===== src/rtl/wb_mux_pipe.sv =====
// Pipelined write-back source selector with a 2-entry skid buffer and registered outputs.
// Define WBMUX_LOADEXT_EN to enable lb/lbu/lh/lhu extraction on the memory-data source.
module wb_mux_pipe #(
   parameter int WIDTH   = 32,
   parameter int NUM_IN  = 5,
   parameter int SEL_W   = 3,
   parameter int MEM_IDX = 1
) (
   input  logic                    clk,
   input  logic                    rst_n,
   input  logic                    in_valid,
   output logic                    in_ready,
   input  logic [SEL_W-1:0]        sel,
   input  logic [NUM_IN*WIDTH-1:0] data_in,
   input  logic [1:0]              ld_size,
   input  logic                    ld_unsigned,
   input  logic [1:0]              byte_off,
   output logic                    out_valid,
   input  logic                    out_ready,
   output logic [WIDTH-1:0]        out_data,
   output logic                    sel_err,
   output logic [7:0]              err_count
);

   logic [WIDTH-1:0] src [NUM_IN];
   logic [WIDTH-1:0] pick_next;
   logic             err_next;
   logic [WIDTH-1:0] result_next;

   generate
      for (genvar gi = 0; gi < NUM_IN; gi++) begin : g_src
         assign src[gi] = data_in[gi*WIDTH +: WIDTH];
      end
   endgenerate

   // Out-of-range selects fall through to zero with the error flag set.
   always_comb begin
      pick_next = '0;
      err_next  = 1'b1;
      for (int k = 0; k < NUM_IN; k++) begin
         if (sel == SEL_W'(k)) begin
            pick_next = src[k];
            err_next  = 1'b0;
         end
      end
   end

`ifdef WBMUX_LOADEXT_EN
   logic [7:0]  lane_b;
   logic [15:0] lane_h;

   always_comb begin
      result_next = pick_next;
      lane_b      = pick_next[{byte_off, 3'b000} +: 8];
      lane_h      = pick_next[{byte_off[1], 4'b0000} +: 16];
      if (!err_next && sel == SEL_W'(MEM_IDX)) begin
         if (ld_size == 2'b10) begin
            result_next = {{(WIDTH-8){~ld_unsigned & lane_b[7]}}, lane_b};
         end else if (ld_size == 2'b01) begin
            result_next = {{(WIDTH-16){~ld_unsigned & lane_h[15]}}, lane_h};
         end
      end
   end
`else
   logic unused_ld;
   assign unused_ld   = ^{ld_size, ld_unsigned, byte_off};
   assign result_next = pick_next;
`endif

   logic             main_valid_reg;
   logic [WIDTH-1:0] main_data_reg;
   logic             main_err_reg;
   logic             skid_valid_reg;
   logic [WIDTH-1:0] skid_data_reg;
   logic             skid_err_reg;
   logic [7:0]       err_count_reg;
   logic             accept;
   logic             xfer;

   assign in_ready  = ~skid_valid_reg;
   assign accept    = in_valid & in_ready;
   assign xfer      = main_valid_reg & out_ready;
   assign out_valid = main_valid_reg;
   assign out_data  = main_data_reg;
   assign sel_err   = main_err_reg;
   assign err_count = err_count_reg;

   // The skid entry only fills while main is stalled, so skid full implies main full.
   always_ff @(posedge clk or negedge rst_n) begin
      if (!rst_n) begin
         main_valid_reg <= 1'b0;
         main_data_reg  <= '0;
         main_err_reg   <= 1'b0;
         skid_valid_reg <= 1'b0;
         skid_data_reg  <= '0;
         skid_err_reg   <= 1'b0;
      end else if (skid_valid_reg) begin
         if (xfer) begin
            main_data_reg  <= skid_data_reg;
            main_err_reg   <= skid_err_reg;
            skid_valid_reg <= 1'b0;
         end
      end else if (!main_valid_reg || xfer) begin
         main_valid_reg <= accept;
         if (accept) begin
            main_data_reg <= result_next;
            main_err_reg  <= err_next;
         end
      end else if (accept) begin
         skid_valid_reg <= 1'b1;
         skid_data_reg  <= result_next;
         skid_err_reg   <= err_next;
      end
   end

   always_ff @(posedge clk or negedge rst_n) begin
      if (!rst_n) begin
         err_count_reg <= 8'd0;
      end else if (accept && err_next && err_count_reg != 8'hFF) begin
         err_count_reg <= err_count_reg + 8'd1;
      end
   end

endmodule


===== config.mk =====
export PLATFORM = sky130hd
export DESIGN_NAME = wb_mux_pipe
export DESIGN_NICKNAME = d
export VERILOG_FILES = /design/src/rtl/wb_mux_pipe.sv
export SDC_FILE = /design/constraint.sdc
export NUM_CORES = 1
export LEC_CHECK = 0
export ABC_AREA = 0
export BUFFER_PORTS_ARGS = -buffer_cell sky130_fd_sc_hd__buf_2
export CAP_MARGIN = 20
export CORE_MARGIN = 2
export CORE_UTILIZATION = 30
export DETAILED_ROUTE_END_ITERATION = 7
export SLEW_MARGIN = 40
export SYNTH_ARGS = -nofsm -noshare
export SYNTH_HDL_FRONTEND = slang
export SYNTH_SLANG_ARGS = --single-unit

===== constraint.sdc =====
create_clock -name clk -period 1.3 [get_ports clk]
set_input_delay 0.13 -clock clk [delete_from_list [all_inputs] [get_ports clk]]
set_output_delay 0.13 -clock clk [all_outputs]
set_load 0.005 [all_outputs]

==> impl_metrics.toml <==
[route]
drc = 0
viasPerCell = 5.120
wl_per_cell_um = 17.31
drt_iter0_drc = 404
drt_wl_total_um = 17420
postRouteAntennaNets = 0
first_pass_iters = 6
vias = 5151

[yosys]
synth-adder-area-share = 0.002475
ys_warn_count = 0
syn-cell-area_sq_um = 5055
synth_top_area_frac = 0.3762
syn_inst = 548
ys_async_sr_fraction = 1.000
synth-edff-count = 0
synth.distinct_cells = 45
synth_largest_area_cell = "dfrtp_1"
ys_seq_area_frac = 0.3762
synth-xor-area-share = 0.005198
synth.mux.area_fraction = 0.07772
synth_compound_area_frac = 0.3136
synth_nets = 721
synth-simple-area-share = 0.1686
ys.flop_type = "dfrtp_1"
synth-seq-cells = 76
synth_top_family_by_area = "compound AO/OA/AOI/OAI gates"
yosys-top-cells-area = "dfrtp_1, a21oi_1, o221ai_2, nand2_1, a222oi_1"
synth.avg_cell_area_sq_um = 9.224

[grt]
track_usage = 0.1942
grt_pass1_wl_um = 27490
grt_pass1_vias = 5155
grt_max_degree = 77
grt_antenna_before_repair = 0
grt_overflow = 0

[die]
die_x_um = 133.8
dieArea_sq_um = 17900
fp.dieH_um = 133.8
core.rowCount = 47
start_util = 0.3059
core_area_sq_um = 16520
top_level_ports = 215

[pwr]
leakage_nw = 3.346
peakVddDrop_mv = 0.8346
powerDensity_nw_per_um2 = 1740

[sta]
maxSlewHeadroom = 0.7091
slew_violations = 0
finalCriticalPeriod_ns = 1.353
setup_violations = 15
finalHoldViolations = 0
tightest_slew_ns = 0.4363
fin_skew_ns = 0.004934
hold_slack_ns = 0.09497
rsz0062_at_grt = "yes"
max_freq_mhz = 739.4
finalCritPeriodShare = 1.040
fin_ws_ns = -0.05254

[layout]
fillers = 1631
drive_above_1_share = 0.5318
fin_area_sq_um = 7520
areaGrowthSynthToFinish_pct = 48.76
num_antenna_cells = 0
layout.nets = 954

[status]
status = "finished, violations left"
violations = "negative setup slack"

[setup_path]
crit_family = "buffers and inverters"
crit_path_start_kind = "register"
critPathMaxStageDelay_ns = 0.41
cp.arrival_ns = 1.22
path_buf_inv = 3
critical_path_required_ns = 1.17
crit_chain = "inv_2 > buf_12 > buf_2"
regToRegSetupSlack_ns = -0.04
critPathMaxFanout = 10
slowest_stage = "dfrtp_1"
critPathKind = "reg2out"
end_kind = "output pin"

[clocking]
cts.sinks = 76
cts_max_level = 3
cts_buffers = 9
cts_tree = "yes"
worstSkewPairLatency_ns = 0.34
path_clk_slew_ns = 0.06
cts-root-buf = "clkbuf_16"
clk_path_buf_depth = 2

[place]
gp_congestion = 0.8172
placed_area_sq_um = 6867
io_buffers = 209
dp_hpwl_um = 12570

[min_path]
hold_path_class = "in2reg"

[flow_run]
max_cap_violations = 0
==> stage by stage <==
stage          std cells  setup slack, ns  power (mW)  TNS, ns    util
2_1_floorplan        548         -0.02124       7.435  -0.4947       -
3_3_place_gp         984          -0.6200       9.795   -32.46  0.4146
3_5_place_dp         985          -0.3219       9.882   -17.57  0.4155
4_1_cts             1004         -0.04293       12.76  -0.3186  0.4423
5_1_grt             1006          -0.1278       14.05   -4.191  0.4551
6_report            1006         -0.05254       13.08  -0.3393  0.4551
==> worst paths after layout <==
| path | cells after the start | from | end |
|---|---|---|---|
| setup / recovery | 3 | skid_valid_reg | in_ready |
| hold reg to reg | 2 | skid_err_reg | skid_err_reg |
| hold / removal | 3 | data_in[134] | skid_data_reg[6] |
| setup reg to reg | 5 | skid_valid_reg | out_data[14] |
| min in group asynchronous | 3 | rst_n | err_count[6] |
| max in group asynchronous | 3 | rst_n | out_data[13] |
==> report_power, final <==
| part | internal, mW | switching, mW |
|---|---|---|
| Clock | 1.45 | 1.01 |
| Combinational | 3.16 | 3.24 |
| Sequential | 3.34 | 0.882 |
| Total | 7.95 | 5.13 |
==> layout by cell type (no fill, tap or decap), types with 2 or more instances in the layout <==
cell type,count
nor2_1,11
nor2_2,2
a21oi_2,32
nor2_4,2
buf_6,8
o21ai_1,24
clkbuf_16,10
nand2_1,59
inv_1,3
nor2b_1,32
nand3_1,2
o21ai_0,20
clkbuf_8,3
or2_2,3
a222oi_1,24
nand2b_4,2
buf_4,36
mux2i_1,10
nand2_2,9
o32a_1,9
mux2_1,5
mux2_2,15
nand4_1,2
nand3_2,4
nand2b_1,10
o21bai_1,13
dfrtp_1,74
xnor2_1,3
a21oi_1,40
a21oi_4,3
buf_12,15
mux2_4,5
or2_1,19
dfrtp_2,2
buf_2,208
o221ai_2,31
clkinvlp_4,2
o21bai_2,10
==> synth_stat cells (2+ instances only) <==
master / instances
dfrtp_1: 76
a21oi_1: 75
nand2_1: 69
nor2b_1: 33
a222oi_1: 24
o21ai_1: 24
o21ai_0: 20
o221ai_2: 20
or2_1: 20
clkbuf_1: 18
buf_2: 17
mux2_2: 16
o21bai_1: 14
nor2_1: 13
nand2b_1: 12
o221ai_1: 12
mux2i_1: 10
o21bai_2: 10
o32a_1: 9
buf_6: 7
mux2_1: 6
nand3_1: 6
clkbuf_2: 3
inv_1: 3
mux2_4: 3
or2_2: 3
xnor2_1: 3
buf_1: 2
buf_4: 2
nand4_1: 2
nor2_2: 2
==> logic make-up (layout without fill, tap and decap cells) <==
kind of cell	Yosys count	in the layout
simple gates	167	167
buf+inv	53	291
xor+xnor	3	3
flops	76	76
mux	35	35
fa+ha+maj	1	1
compound gates	213	213
==> tightest hold or removal path, stage by stage <==
cell and delay, ns:
buf_2 0.08, o21bai_2 0.08, o21ai_1 0.11
==> cell type report <==
type	instances	area [sq um]	share of cell area
Clock buffer	13	270.3	0.03594
Timing Repair Buffer	271	1784	0.2373
Tap cell	220	275.3	0.03661
Inverter	4	15.01	0.001997
Sequential cell	76	1904	0.2532
Clock inverter	3	20.02	0.002662
Multi-Input combinational cell	419	3251	0.4323
==> routing by layer <==
| layer | vias up | wire, um | global-route usage |
|---|---|---|---|
| met2 | 165 | 8565 | 0.3239 |
| met3 | 18 | 1055 | 0.04233 |
| met5 | - | 0 | 0 |
| li1 | 2499 | - | - |
| met4 | 0 | 268 | 0.06383 |
| met1 | 2469 | 7526 | 0.2504 |
==> timing repair <==
action	CTS	global route
hold endpoints to repair	76	0
hold buffers	1	0
pin swaps	7	6
endpoints found under the setup margin	71	73
resized for setup	24	37
buffers inserted	1	1
gates cloned	1	1
No activity file was read; power rests on OpenSTA's default activity.
